`src/rtl/fir_out_requant.sv`:
```
`default_nettype none
// ============================================================================
//  Module   : fir_out_requant
//  Purpose  : FIR output stage - decimate, round/shift, saturate, and buffer
//             samples in a first-word-fall-through FIFO with valid/ready out.
//  Revision : 1.0  initial release
// ============================================================================
module fir_out_requant #(
    parameter int IN_WIDTH   = 32,
    parameter int OUT_WIDTH  = 16,
    parameter int SHIFT      = 15,
    parameter int DECIM      = 2,
    parameter int FIFO_DEPTH = 4
) (
    input  logic                          clk,
    input  logic                          rst,
    input  logic                          in_valid,
    input  logic signed [IN_WIDTH-1:0]    in_data,
    output logic                          out_valid,
    input  logic                          out_ready,
    output logic signed [OUT_WIDTH-1:0]   out_data,
    output logic                          sat_flag,
    output logic                          overflow,
    input  logic                          clr_overflow,
    output logic [$clog2(FIFO_DEPTH):0]   fifo_level
);

    localparam int c_CNT_W = (DECIM > 1) ? $clog2(DECIM) : 1;
    localparam int c_PTR_W = $clog2(FIFO_DEPTH);
    localparam int c_EXT_W = IN_WIDTH + 1;

    localparam logic signed [c_EXT_W-1:0] c_HALF = c_EXT_W'(1) <<< (SHIFT - 1);
    localparam logic signed [c_EXT_W-1:0] c_MAX  = (c_EXT_W'(1) <<< (OUT_WIDTH - 1)) - c_EXT_W'(1);
    localparam logic signed [c_EXT_W-1:0] c_MIN  = ~c_MAX;
    localparam logic [c_PTR_W:0]          c_FULL = (c_PTR_W + 1)'(FIFO_DEPTH);

    // ------------------------------------------------------------------
    // Decimation phase counter; only valid input cycles advance it.
    // ------------------------------------------------------------------
    logic [c_CNT_W-1:0] cnt_q;
    logic [c_CNT_W-1:0] cnt_d;
    logic               w_keep;

    generate
        if (DECIM > 1) begin : g_decim
            always_comb begin
                cnt_d = cnt_q;
                if (in_valid) begin
                    if (cnt_q == c_CNT_W'(DECIM - 1)) begin
                        cnt_d = '0;
                    end else begin
                        cnt_d = cnt_q + c_CNT_W'(1);
                    end
                end
            end
        end else begin : g_no_decim
            always_comb begin
                cnt_d = '0;
            end
        end
    endgenerate

    assign w_keep = in_valid && (cnt_q == '0);

    always_ff @(posedge clk or posedge rst) begin
        if (rst) begin
            cnt_q <= '0;
        end else begin
            cnt_q <= cnt_d;
        end
    end

    // ------------------------------------------------------------------
    // Stage 1: widen by one bit so adding the rounding constant cannot wrap.
    // ------------------------------------------------------------------
    logic signed [c_EXT_W-1:0] w_ext;
    logic signed [c_EXT_W-1:0] w_rnd;
    logic signed [c_EXT_W-1:0] r1_q;
    logic signed [c_EXT_W-1:0] r1_d;
    logic                      v1_q;

    assign w_ext = {in_data[IN_WIDTH-1], in_data};
    assign w_rnd = w_ext + c_HALF;
    assign r1_d  = w_rnd >>> SHIFT;

    always_ff @(posedge clk or posedge rst) begin
        if (rst) begin
            r1_q <= '0;
            v1_q <= 1'b0;
        end else begin
            v1_q <= w_keep;
            if (w_keep) begin
                r1_q <= r1_d;
            end
        end
    end

    // ------------------------------------------------------------------
    // Stage 2: saturate to the output width.
    // ------------------------------------------------------------------
    logic signed [OUT_WIDTH-1:0] r2_q;
    logic signed [OUT_WIDTH-1:0] r2_d;
    logic                        v2_q;
    logic                        sat_q;
    logic                        w_clip;

    always_comb begin
        r2_d   = r1_q[OUT_WIDTH-1:0];
        w_clip = 1'b0;
        if (r1_q > c_MAX) begin
            r2_d   = c_MAX[OUT_WIDTH-1:0];
            w_clip = 1'b1;
        end else if (r1_q < c_MIN) begin
            r2_d   = c_MIN[OUT_WIDTH-1:0];
            w_clip = 1'b1;
        end
    end

    always_ff @(posedge clk or posedge rst) begin
        if (rst) begin
            r2_q  <= '0;
            v2_q  <= 1'b0;
            sat_q <= 1'b0;
        end else begin
            v2_q  <= v1_q;
            sat_q <= v1_q && w_clip;
            if (v1_q) begin
                r2_q <= r2_d;
            end
        end
    end

    assign sat_flag = sat_q;

    // ------------------------------------------------------------------
    // Output FIFO. A push into a full FIFO is still accepted when the
    // head is popped in the same cycle.
    // ------------------------------------------------------------------
    logic signed [OUT_WIDTH-1:0] mem_q [FIFO_DEPTH];
    logic [c_PTR_W-1:0]          wr_ptr_q;
    logic [c_PTR_W-1:0]          rd_ptr_q;
    logic [c_PTR_W:0]            level_q;
    logic [c_PTR_W:0]            level_d;
    logic                        ovf_q;
    logic                        ovf_d;
    logic                        w_empty;
    logic                        w_full;
    logic                        w_pop;
    logic                        w_push;
    logic                        w_drop;

    assign w_empty = (level_q == '0);
    assign w_full  = (level_q == c_FULL);
    assign w_pop   = !w_empty && out_ready;
    assign w_push  = v2_q && (!w_full || w_pop);
    assign w_drop  = v2_q && w_full && !w_pop;

    always_comb begin
        level_d = level_q;
        case ({w_push, w_pop})
            2'b10:   level_d = level_q + (c_PTR_W + 1)'(1);
            2'b01:   level_d = level_q - (c_PTR_W + 1)'(1);
            default: level_d = level_q;
        endcase
    end

    always_comb begin
        ovf_d = ovf_q;
        if (clr_overflow) begin
            ovf_d = 1'b0;
        end
        if (w_drop) begin
            ovf_d = 1'b1;
        end
    end

    always_ff @(posedge clk or posedge rst) begin
        if (rst) begin
            wr_ptr_q <= '0;
            rd_ptr_q <= '0;
            level_q  <= '0;
            ovf_q    <= 1'b0;
        end else begin
            level_q <= level_d;
            ovf_q   <= ovf_d;
            if (w_push) begin
                wr_ptr_q <= wr_ptr_q + c_PTR_W'(1);
            end
            if (w_pop) begin
                rd_ptr_q <= rd_ptr_q + c_PTR_W'(1);
            end
        end
    end

    // Storage needs no reset: out_data is forced to zero while empty.
    always_ff @(posedge clk) begin
        if (w_push) begin
            mem_q[wr_ptr_q] <= r2_q;
        end
    end

    assign out_valid  = !w_empty;
    assign out_data   = w_empty ? '0 : mem_q[rd_ptr_q];
    assign overflow   = ovf_q;
    assign fifo_level = level_q;

endmodule
`default_nettype wire

```
`config.mk`:
```
export PLATFORM = sky130hd
export DESIGN_NAME = fir_out_requant
export DESIGN_NICKNAME = d
export VERILOG_FILES = /design/src/rtl/fir_out_requant.sv
export SDC_FILE = /design/constraint.sdc
export NUM_CORES = 1
export LEC_CHECK = 0
export CAP_MARGIN = 30
export CORE_UTILIZATION = 24
export CTS_BUF_LIST = sky130_fd_sc_hd__clkbuf_16
export CTS_CLUSTER_DIAMETER = 30
export CTS_CLUSTER_SIZE = 16
export DETAILED_ROUTE_END_ITERATION = 8
export PLACE_DENSITY = 0.39
export SLEW_MARGIN = 20
export SYNTH_ARGS = -nofsm -noshare
export SYNTH_HDL_FRONTEND = slang
export SYNTH_SLANG_ARGS = --single-unit
```
`constraint.sdc`:
```
create_clock -name clk -period 5.9 [get_ports clk]
set_input_delay 1.18 -clock clk [delete_from_list [all_inputs] [get_ports clk]]
set_output_delay 1.18 -clock clk [all_outputs]
set_load 0.1 [all_outputs]
```
==> run metrics <==
# H-tree levels=3; Total GRT Usage=a little over a tenth; global-route wire length before repair=roughly 16000 µm; Seq/Total Area, Yosys=63.5%; Die ar.=between 20000 and 25000 µm²; Worst Skew=0.00869 ns; vias in the first global route=2760; Crit Path Class=register to output pin; CP Launch Type=register; Mean Syn Cell Area=~13 µm²; DRC=0; top_reg_cell synth=edfxtp_1; Max Clk Rate=229 MHz; relative slew slack=between 30% and 40%; Synth area leader=edfxtp_1; Synth Net Count=approximately 400; largest net degree at the start of global routing=32; I/O pins=59; Slew @ Worst Pin=approximately 1 ns; post-DP HPWL=~6600 µm; Synth Register Bits=110; # hold bufs at CTS=0; class of the worst hold path=register to register; fillcell total=~2000; CTS tree=built; Remaining Overflow, GRT=0; Iter 0 DRT Violations=roughly 120; DRT antenna net count=0; die width=~140 µm; clock slew at reported path FFs=0.07 ns; Sink Count=110; Rows=51; diode count=0; Yosys top cell area share=about two fifths; DR WL/cell=between 10 and 15 µm; Cells after Synth=around 360; share of cells above drive strength 1=between 10 and 15%; CP Max Fanout=13; Slowest-stage cell, CP=clkdlybuf4s50_1; synth top area cells=edfxtp_1 (40%), dfrtp_1 (24%), mux4_2 (7.4%); Post-CTS Resized=0; first-pass iteration count of the detailed router=4; Port Buffers=44; Final period util=around three quarters; RSZ-0062 raised after global routing=no; Via density=4.13; Inserted Clock Buffers=9; run status=finished clean; Clock Tree Buf Depth=2; clock tree root buffer cell=clkbuf_16; Cell Chain, Critical Path=buf_4, mux4_2, and2_1, clkdlybuf4s50_1; warnings from Yosys=0; clk_lat worst skew=approximately 0.35 ns; fin crit period=approximately 4.4 ns; MaxCap Viol Count=0; asr flop ratio synth=41.8%; cell area after synthesis=4840 µm²; endpoints failing setup=0; Die Height=approximately 140 µm; Total Wirelength=just under 10000 µm; Bufs and invs on worst path=2; max-slew violation count=0; setup TNS=0 ns; Starting Density=between 20% and 30%; Netlist cell types=39; leading cell types by count after synthesis=edfxtp_1 (64), dfrtp_1 (46), nand2_1 (39), and2_1 (22), o21ai_0 (21); Post-CTS Setup Repair Bufs=0; Data arrival, critical path=between 3 and 4 ns; # nets final=between 400 and 500; most frequent cell after synthesis=edfxtp_1; CP Capture Type=output pin; Core ar.=around 20000 µm²; critical path's top delay family=buffers and inverters; Layout area overhead=22.1%; Largest stage delay, worst path=0.96 ns; number of synthesized flops with an enable pin=64; Vias=2784; gpl congestion=around 0.76; Hold Fails Final Rpt=0; initial antenna violation count=0; Critical Path RT=4.72 ns
==> cell usage in the layout (no fill, tap or decap), types with 13 or more instances in the layout <==
| master | n |
|---|---|
| nor2_1 | 18 |
| o21ai_0 | 21 |
| dfrtp_1 | 46 |
| nand2_1 | 39 |
| edfxtp_1 | 64 |
| clkdlybuf4s50_1 | 44 |
| and2_1 | 22 |
| inv_1 | 15 |
| xnor2_1 | 13 |
| mux4_2 | 16 |
==> state kept, by name, indices dropped and copies added, names as in the netlist <==
register / count
cnt_q: 1
fifo_level: 3
mem_q: 64
overflow: 1
r1_q: 18
r2_q: 16
rd_ptr_q: 2
sat_flag: 1
v1_q: 1
v2_q: 1
wr_ptr_q: 2
==> worst register-to-register path, stage by stage (launching register included) <==
cell     delay (ns)
dfrtp_1        0.44
or3_1          0.54
and2_1         0.30
ha_1           0.21
inv_1          0.06
fa_1           0.37
xor2_1         0.15
nor2_1         0.12
xor2_1         0.15
==> final cells by class <==
type	count	area [µm²]	share of cell area, %
flip-flops and latches	110	3070	52.0
well taps	265	332	5.61
clock buffers	9	225	3.81
inverters	17	63.8	1.08
clock inverters	7	41.3	0.699
multi-input cells	215	1640	27.7
repair buffers	51	536	9.07
==> logic make-up after synthesis <==
logic type / after synthesis / synth area share, %
adder cells (fa/ha/maj): 7 / 1.96
XOR/XNOR: 19 / 3.44
AO/OA/AOI/OAI: 53 / 7.08
flip-flops: 110 / 63.5
AND/OR/NAND/NOR: 109 / 11.3
buffers and inverters: 34 / 2.69
multiplexers: 27 / 9.98
==> path summary, 6_finish.rpt <==
path	start	to	slack (ns)	cells past startpoint
max in group asynchronous	rst	r2_q[1]	4.18	3
worst max-delay path	rd_ptr_q[0]	out_data[4]	1.53	4
worst max register to register	fifo_level[0]	fifo_level[2]	3.50	8
worst min-delay path	cnt_q	cnt_q	0.46	1
worst min register to register	cnt_q	cnt_q	0.46	1
min in group asynchronous	rst	r1_q[16]	1.19	2
==> layer usage <==
layer  GRT usage (%)  share of wire [%]  wire, µm  up-vias
met5               0                  0         0        -
met1            14.6                 51      5000     1335
met4            2.52                1.0        99        0
met2            15.7                 44      4260       59
li1                -                  -         -     1384
met3            3.31                4.1       405        6
==> through the flow <==
stage	setup slack (ns)	instances	hold slack, ns	util [%]	instance area, µm²
CTS	1.42	674	0.459	30.2	5910
floorplan	1.50	359	0.430	-	4840
global placement	1.80	653	0.443	28.4	5560
detailed placement	1.80	658	0.448	28.8	5640
global route	1.31	674	0.477	30.2	5910
finish	1.53	674	0.457	30.2	5910
Power is not shown: default switching activity piles up to over one toggle a cycle in this logic, so the estimate is an artifact.
